[config.mk]
export PLATFORM = sky130hd
export DESIGN_NAME = f1_light_seq_flat
export DESIGN_NICKNAME = d
export VERILOG_FILES = /design/src/rtl/f1_light_seq_if.sv /design/src/rtl/f1_light_seq.sv /design/src/flat_wrapper.sv
export SDC_FILE = /design/constraint.sdc
export NUM_CORES = 1
export LEC_CHECK = 0
export CAP_MARGIN = 0
export CORE_AREA = 2 2 39 41
export DETAILED_ROUTE_END_ITERATION = 8
export DIE_AREA = 0 0 41 43
export GPL_TIMING_DRIVEN = 0
export PLACE_DENSITY = 0.7
export SLEW_MARGIN = 20
export SYNTH_ARGS = -nofsm -noshare
export SYNTH_HDL_FRONTEND = slang
export SYNTH_SLANG_ARGS = --single-unit
[constraint.sdc]
create_clock -name clk -period 1.7 [get_ports clk]
set_input_delay 0.34 -clock clk [delete_from_list [all_inputs] [get_ports clk]]
set_output_delay 0.34 -clock clk [all_outputs]
set_load 0.01 [all_outputs]
[src/rtl/f1_light_seq_if.sv]
// Start-light sequencer bus: pacing/trigger/delay handshakes in, light drive out.
interface f1_light_seq_if #(
  parameter int N_LIGHTS = 8
) ();
  logic                en;
  logic                trigger;
  logic                delay_done;
  logic                cmd_seq;
  logic                cmd_delay;
  logic [N_LIGHTS-1:0] data_out;
  logic                busy;
  logic                lights_out;

  // The sequencer itself
  modport slave (
    input  en, trigger, delay_done,
    output cmd_seq, cmd_delay, data_out, busy, lights_out
  );

  // Whatever drives the sequencer (tick source, start button, delay block)
  modport master (
    output en, trigger, delay_done,
    input  cmd_seq, cmd_delay, data_out, busy, lights_out
  );
endinterface

[src/rtl/f1_light_seq.sv]
// F1 start-light sequencer: fills lights one per en tick, requests a random
// hold, then blacks all lights out for one cycle. All outputs are Moore.
module f1_light_seq #(
  parameter int N_LIGHTS = 8
) (
  input  logic          clk,
  input  logic          rst,
  f1_light_seq_if.slave bus
);
  localparam int CW = $clog2(N_LIGHTS + 1);
  localparam logic [CW-1:0] CNT_LAST = CW'(N_LIGHTS - 1);
  localparam logic [CW-1:0] CNT_FULL = CW'(N_LIGHTS);

  typedef enum logic [2:0] {
    S_IDLE = 3'd0,
    S_FILL = 3'd1,
    S_ARM  = 3'd2,
    S_WAIT = 3'd3,
    S_OUT  = 3'd4
  } state_t;

  state_t        state_q, state_d;
  logic [CW-1:0] count_q, count_d;
  logic [N_LIGHTS-1:0] therm;

  // State and light-count registers; reset wins over every input
  always_ff @(posedge clk) begin
    if (rst) begin
      state_q <= S_IDLE;
      count_q <= '0;
    end else begin
      state_q <= state_d;
      count_q <= count_d;
    end
  end

  // Next-state logic; inputs only matter in the state that consumes them
  always_comb begin
    state_d = state_q;
    count_d = count_q;
    case (state_q)
      S_IDLE: begin
        // en in the accepting cycle is deliberately not counted
        if (bus.trigger) begin
          state_d = S_FILL;
          count_d = '0;
        end
      end
      S_FILL: begin
        if (bus.en) begin
          if (count_q == CNT_LAST) begin
            count_d = CNT_FULL;
            state_d = S_ARM;
          end else begin
            count_d = count_q + CW'(1);
          end
        end
      end
      S_ARM:  state_d = S_WAIT;
      S_WAIT: if (bus.delay_done) state_d = S_OUT;
      S_OUT: begin
        state_d = S_IDLE;
        count_d = '0;
      end
      default: begin
        state_d = S_IDLE;
        count_d = '0;
      end
    endcase
  end

  // Thermometer decode of the light count: bit i lit when i < count
  always_comb begin
    therm = '0;
    for (int i = 0; i < N_LIGHTS; i++) therm[i] = (CW'(i) < count_q);
  end

  // Output decode from registered state only
  always_comb begin
    bus.cmd_seq    = 1'b0;
    bus.cmd_delay  = 1'b0;
    bus.busy       = 1'b0;
    bus.lights_out = 1'b0;
    bus.data_out   = '0;
    case (state_q)
      S_IDLE: bus.data_out = therm;
      S_FILL: begin
        bus.cmd_seq  = 1'b1;
        bus.busy     = 1'b1;
        bus.data_out = therm;
      end
      S_ARM: begin
        bus.cmd_delay = 1'b1;
        bus.busy      = 1'b1;
        bus.data_out  = '1;
      end
      S_WAIT: begin
        bus.busy     = 1'b1;
        bus.data_out = '1;
      end
      S_OUT: begin
        bus.busy       = 1'b1;
        bus.lights_out = 1'b1;
      end
      default: ;
    endcase
  end
endmodule

[src/flat_wrapper.sv]
// flat-port wrapper written by rule: the top's interface ports become plain ports
module f1_light_seq_flat 
#(
  parameter int N_LIGHTS = 8
)
  (clk, rst, bus_en, bus_trigger, bus_delay_done, bus_cmd_seq, bus_cmd_delay, bus_data_out, bus_busy, bus_lights_out);
  f1_light_seq_if #(.N_LIGHTS(N_LIGHTS)) bus_i ();
  input  logic clk;
  input  logic rst;
  input wire logic [$bits(bus_i.en)-1:0] bus_en;
  input wire logic [$bits(bus_i.trigger)-1:0] bus_trigger;
  input wire logic [$bits(bus_i.delay_done)-1:0] bus_delay_done;
  output wire logic [$bits(bus_i.cmd_seq)-1:0] bus_cmd_seq;
  output wire logic [$bits(bus_i.cmd_delay)-1:0] bus_cmd_delay;
  output wire logic [$bits(bus_i.data_out)-1:0] bus_data_out;
  output wire logic [$bits(bus_i.busy)-1:0] bus_busy;
  output wire logic [$bits(bus_i.lights_out)-1:0] bus_lights_out;
  assign bus_i.en = bus_en;
  assign bus_i.trigger = bus_trigger;
  assign bus_i.delay_done = bus_delay_done;
  assign bus_cmd_seq = bus_i.cmd_seq;
  assign bus_cmd_delay = bus_i.cmd_delay;
  assign bus_data_out = bus_i.data_out;
  assign bus_busy = bus_i.busy;
  assign bus_lights_out = bus_i.lights_out;
  f1_light_seq #(.N_LIGHTS(N_LIGHTS)) u_core (.clk(clk), .rst(rst), .bus(bus_i));
endmodule
# After elaboration in Yosys (flattened, before gate mapping)
# Index checks and enable logic that the tools add are counted.
# totals
ff_bits	7
inputBits	5
out_inout_bits	12
# op_classes
addsub	1
magnitude_cmp	8
eq_ne	9
mux	14
bitwise	1
n_reduce_logical	6
# op_table
cell	n
3-bit by 4-bit < comparator with 1-bit output, first input constant	4
8-bit one-hot mux with 2 select lines	1
3-bit two-way mux	4
4-bit two-way mux	3
3-bit one-hot mux with 4 select lines	1
4-bit one-hot mux with 3 select lines	1
1-bit by 4-bit < comparator with 1-bit output, first input constant	2
2-bit by 4-bit < comparator with 1-bit output, first input constant	2
3-bit by 2-bit == test with 1-bit output, second input constant	2
2-bit inequality test, second input constant	3
4-bit by 1-bit adder with 4-bit output, second input constant	1
4-bit by 3-bit == test with 1-bit output, second input constant	1
1-bit two-way mux	4
4-bit AND reduction	1
2-bit OR reduction	2
4-bit OR reduction	1
3-bit by 1-bit == test with 1-bit output, second input constant	1
3-bit == test, second input constant	1
3-bit zero test	1
3-bit AND reduction	1
2-bit by 1-bit inequality test with 1-bit output, second input constant	1
1-bit inverter	1

# Depth between registers and ports, before layout
# logic_depth
depth_word	4
ltp_mapped	4

# Worst setup path before layout
# Ideal clock, no wire load.
# synth_path
path_kind	register -> output
startpoint	register u_core.state_q[2]
endpoint	output bus_cmd_delay
arrival_time_ps	1039
path_slack_ps	321
path_stages_with_launch	4
cell_sequence	dfxtp_1 clkbuf_1 clkbuf_1 nor3b_1
# synth_between
elab_chain_len	2
# synth_lines
element	line	text
start, declared	f1_light_seq.sv:22	state_t state_q, state_d;
start signal, assigned	f1_light_seq.sv:32	state_q <= state_d;
3-bit by 2-bit == test with 1-bit output	f1_light_seq.sv:85	case (state_q)
1-bit two-way mux	f1_light_seq.sv:85	
end, declared	flat_wrapper.sv:14	output wire logic [$bits(bus_i.cmd_delay)-1:0] bus_cmd_delay;
# Every way passes these cells.

# Worst setup path after layout
# layout_path
startpoint	register u_core.state_q[2]
endpoint	output bus_data_out[5]
# layout_between
elab_chain_len	3
# layout_lines
element	line	text
3-bit by 2-bit == test with 1-bit output, or another cell as far along	f1_light_seq.sv:85	
2-bit OR reduction (no source line)	n/a	
8-bit one-hot mux with 2 select lines *	f1_light_seq.sv:85	
end, declared	flat_wrapper.sv:15	output wire logic [$bits(bus_i.data_out)-1:0] bus_data_out;
# Mark *: on every way between the ends. The rest lies on a longest branch, timed or not.

==> metrics.md <==
| Metric | Value |
|---|---|
| Layout fillers | `147` |
| Yosys top cell by area | `dfxtp_1` |
| Top cells by area, synth | `dfxtp_1 27%, a21oi_1 7.6%, ha_1 7.1%, nor2b_1 6.0%, nand4b_1 5.0%` |
| R2R Path End | `u_core.state_q[0]` |
| Dpl cells | `100` |
| Most frequent cells in the layout | `8 x a21oi_1, 5 x nor2b_1, 5 x o21ai_0` |
| Cell Count, Final, Fillers Out | `107` |
| Clock Sinks | `7` |
| Yosys warnings | `0` |
| Max_slew headroom | `0.7879` |
| Number of I/O port buffers | `16` |
| Post-Syn Nets | `76` |
| CTS tree | `yes` |
| Status | `complete, no violations` |
| Fin Setup TNS | `0 ns` |
| Die area | `1763 um^2` |
| Placed cell area | `705.7 um^2` |
| Post-layout min period | `1.652 ns` |
| Congestion Overflow GR | `0` |
| Final WL | `1.417 mm` |
| Ant. Diodes | `0` |
| Wire length per cell | `13.24 um` |
| Final worst setup slack | `0.04793 ns` |
| Row cnt | `14` |
| Vias per cell | `5.654` |
| Core Region | `1384 um^2` |
| DRC | `0` |
| HP Class | `flop to flop` |
| Clock skew | `0.001319 ns` |
| Initial Util | `0.3797` |
| Hold slack | `0.6225 ns` |
| Die Ht | `43 um` |
| Pre-CTS setup slack | `-0.2914 ns` |
| WS Path Type | `flop to primary output` |
| Layout cells sized above 1 | `0.3077` |
| Largest net degree at the start of global routing | `11` |
| Die span in x | `41 um` |
| Hold Path Origin | `u_core.state_q[2]` |
| Area Overhead vs Synth | `52.14%` |
| Final setup fails | `0` |
| Worst hold path stage count | `2` |
| Register area share after synthesis | `0.2667` |
| Synth cell types | `26` |
| Lkg Pwr | `0.3499 nW` |
| R2r setup slk | `0.30 ns` |
| Worst slew pin tran | `0.3171 ns` |
| Startpoint types | `flop` |
| Commonest non-fill, non-tap cell in the layout | `a21oi_1` |
| Final count of pins violating max slew | `0` |
| Vias in the first global route | `572` |
| Max-cap violations | `0` |
| Syn Inst Count | `68` |
| CP Max Fanout | `10` |
| Pre-antenna DRT Iters | `4` |
| Initial antenna violation count | `0` |
| CTS Hold Bufs | `0` |
| CP arrival | `1.31 ns` |
| Initial DRC Count | `28` |
| Setup crit end kind | `primary output` |
| Clock buffer count from CTS | `3` |
| Launch point of the worst reg-to-reg path | `u_core.count_q[3]` |
| CTS Root Buffer Type | `clkbuf_4` |
| GR Util All Layers | `0.1920` |
| Vias | `605` |
| Number of synthesized register bits | `7` |
| Io pins | `17` |
| Period utilization | `0.9718` |
| Worst-skew pair later-pin latency | `0.25 ns` |
| R2R depth | `3` |
| Gpl congestion | `0.7969` |
| F_max | `0.6053 GHz` |
| Max Buffers Root-to-Sink | `2` |
| PwrDens | `481.1 nW/um^2` |
| VDD IR max | `329.2 uV` |
| Detail Route Antenna Nets | `0` |
| Worst-path clk slew | `0.05 ns` |
| Final instance area | `799.5 um^2` |
| Cell Area, Synth | `525.5 um^2` |
| Post-layout util | `0.5778` |
| H-Tree Depth | `1` |
| Hold Path Sink | `u_core.state_q[0]` |
| Nets@finish | `100` |
| Final Hold Viols | `0` |
| Global-route wire length before repair | `2.352 mm` |
| Overall power | `0.3846 mW` |
| Synth Area per Inst | `7.728 um^2` |
| Hpwl dp | `929.9 um` |
| CP required | `1.36 ns` |
| Area share of the largest cell type after synthesis | `0.2667` |
==> flip-flops by register name (all words and copies together), names as in the netlist <==
| name | count |
|---|---|
| u_core.state_q | 3 |
| u_core.count_q | 4 |
==> area by class of cell <==
type | instances | area, um^2 | share of cell area
plain buffers | 4 | 48.80 | 0.06103
inverters | 3 | 11.26 | 0.01408
repair buffers | 19 | 147.6 | 0.1847
clock buffers | 4 | 26.28 | 0.03286
well taps | 16 | 20.02 | 0.02504
flip-flops and latches | 7 | 153.9 | 0.1925
multi-input cells | 54 | 391.6 | 0.4898
==> kinds of logic after synthesis <==
kind of cell | after synthesis | share of synthesized area
simple gates | 29 | 0.3357
mux | 1 | 0.01905
buf+inv | 7 | 0.04999
flops | 7 | 0.2667
fa+ha+maj | 3 | 0.07144
xor+xnor | 1 | 0.01667
compound gates | 20 | 0.2405
==> critical path: stages (launching register included) <==
cell           delay (ns)
dfxtp_2              0.34
clkbuf_8             0.16
clkbuf_8             0.16
a21oi_1              0.11
dlygate4sd2_1        0.28
==> per-layer routing <==
| layer | routed length (um) | vias up | GRT usage |
|---|---|---|---|
| li1 | - | 293 | - |
| met1 | 645 | 274 | 0.2419 |
| met2 | 653 | 34 | 0.2969 |
| met3 | 93 | 4 | 0.01571 |
| met4 | 23 | 0 | 0.1200 |
| met5 | 0 | - | 0 |
==> synth_stat cells <==
master     number
and2_1          1
dfxtp_1         7
ha_1            3
nor3b_1         3
xnor2_1         1
nor2b_1         5
and4b_1         1
nor3_1          3
a211oi_1        1
nand4b_1        3
a2111oi_2       1
o21ai_0         5
a31oi_1         1
a32oi_1         1
inv_1           3
a21oi_1         8
and2b_4         1
clkbuf_1        4
a22o_1          1
o211ai_1        2
nand2_1         3
and3b_1         1
mux2i_1         1
nor2_1          6
nand2b_1        1
nand4_1         1
==> worst max-delay path by stage <==
| stage | startpoint | endpoint | slack [ns] | cells after the start |
|---|---|---|---|---|
| floorplan | u_core.state_q[2] | bus_cmd_delay | 0.32 | 3 |
| global placement | u_core.state_q[2] | bus_cmd_delay | -0.28 | 4 |
| detailed placement | u_core.state_q[2] | bus_cmd_delay | -0.29 | 4 |
| CTS | u_core.state_q[2] | bus_cmd_delay | -0.01 | 4 |
| global route | u_core.state_q[1] | bus_busy | -0.00009 | 4 |
| finish | u_core.state_q[2] | bus_data_out[5] | 0.05 | 4 |
==> power breakdown <==
group          internal [mW]  switching (mW)
clock                 0.0897          0.0641
sequential             0.164         0.00418
combinational         0.0337          0.0292
==> timing repair <==
item                                   CTS  global route
setup endpoints to repair               12            11
setup buffers                            2             1
gates resized for setup                 38            18
pin swaps                                0             1
endpoints found under the hold margin    0             0
No activity file was read; power rests on OpenSTA's default activity.
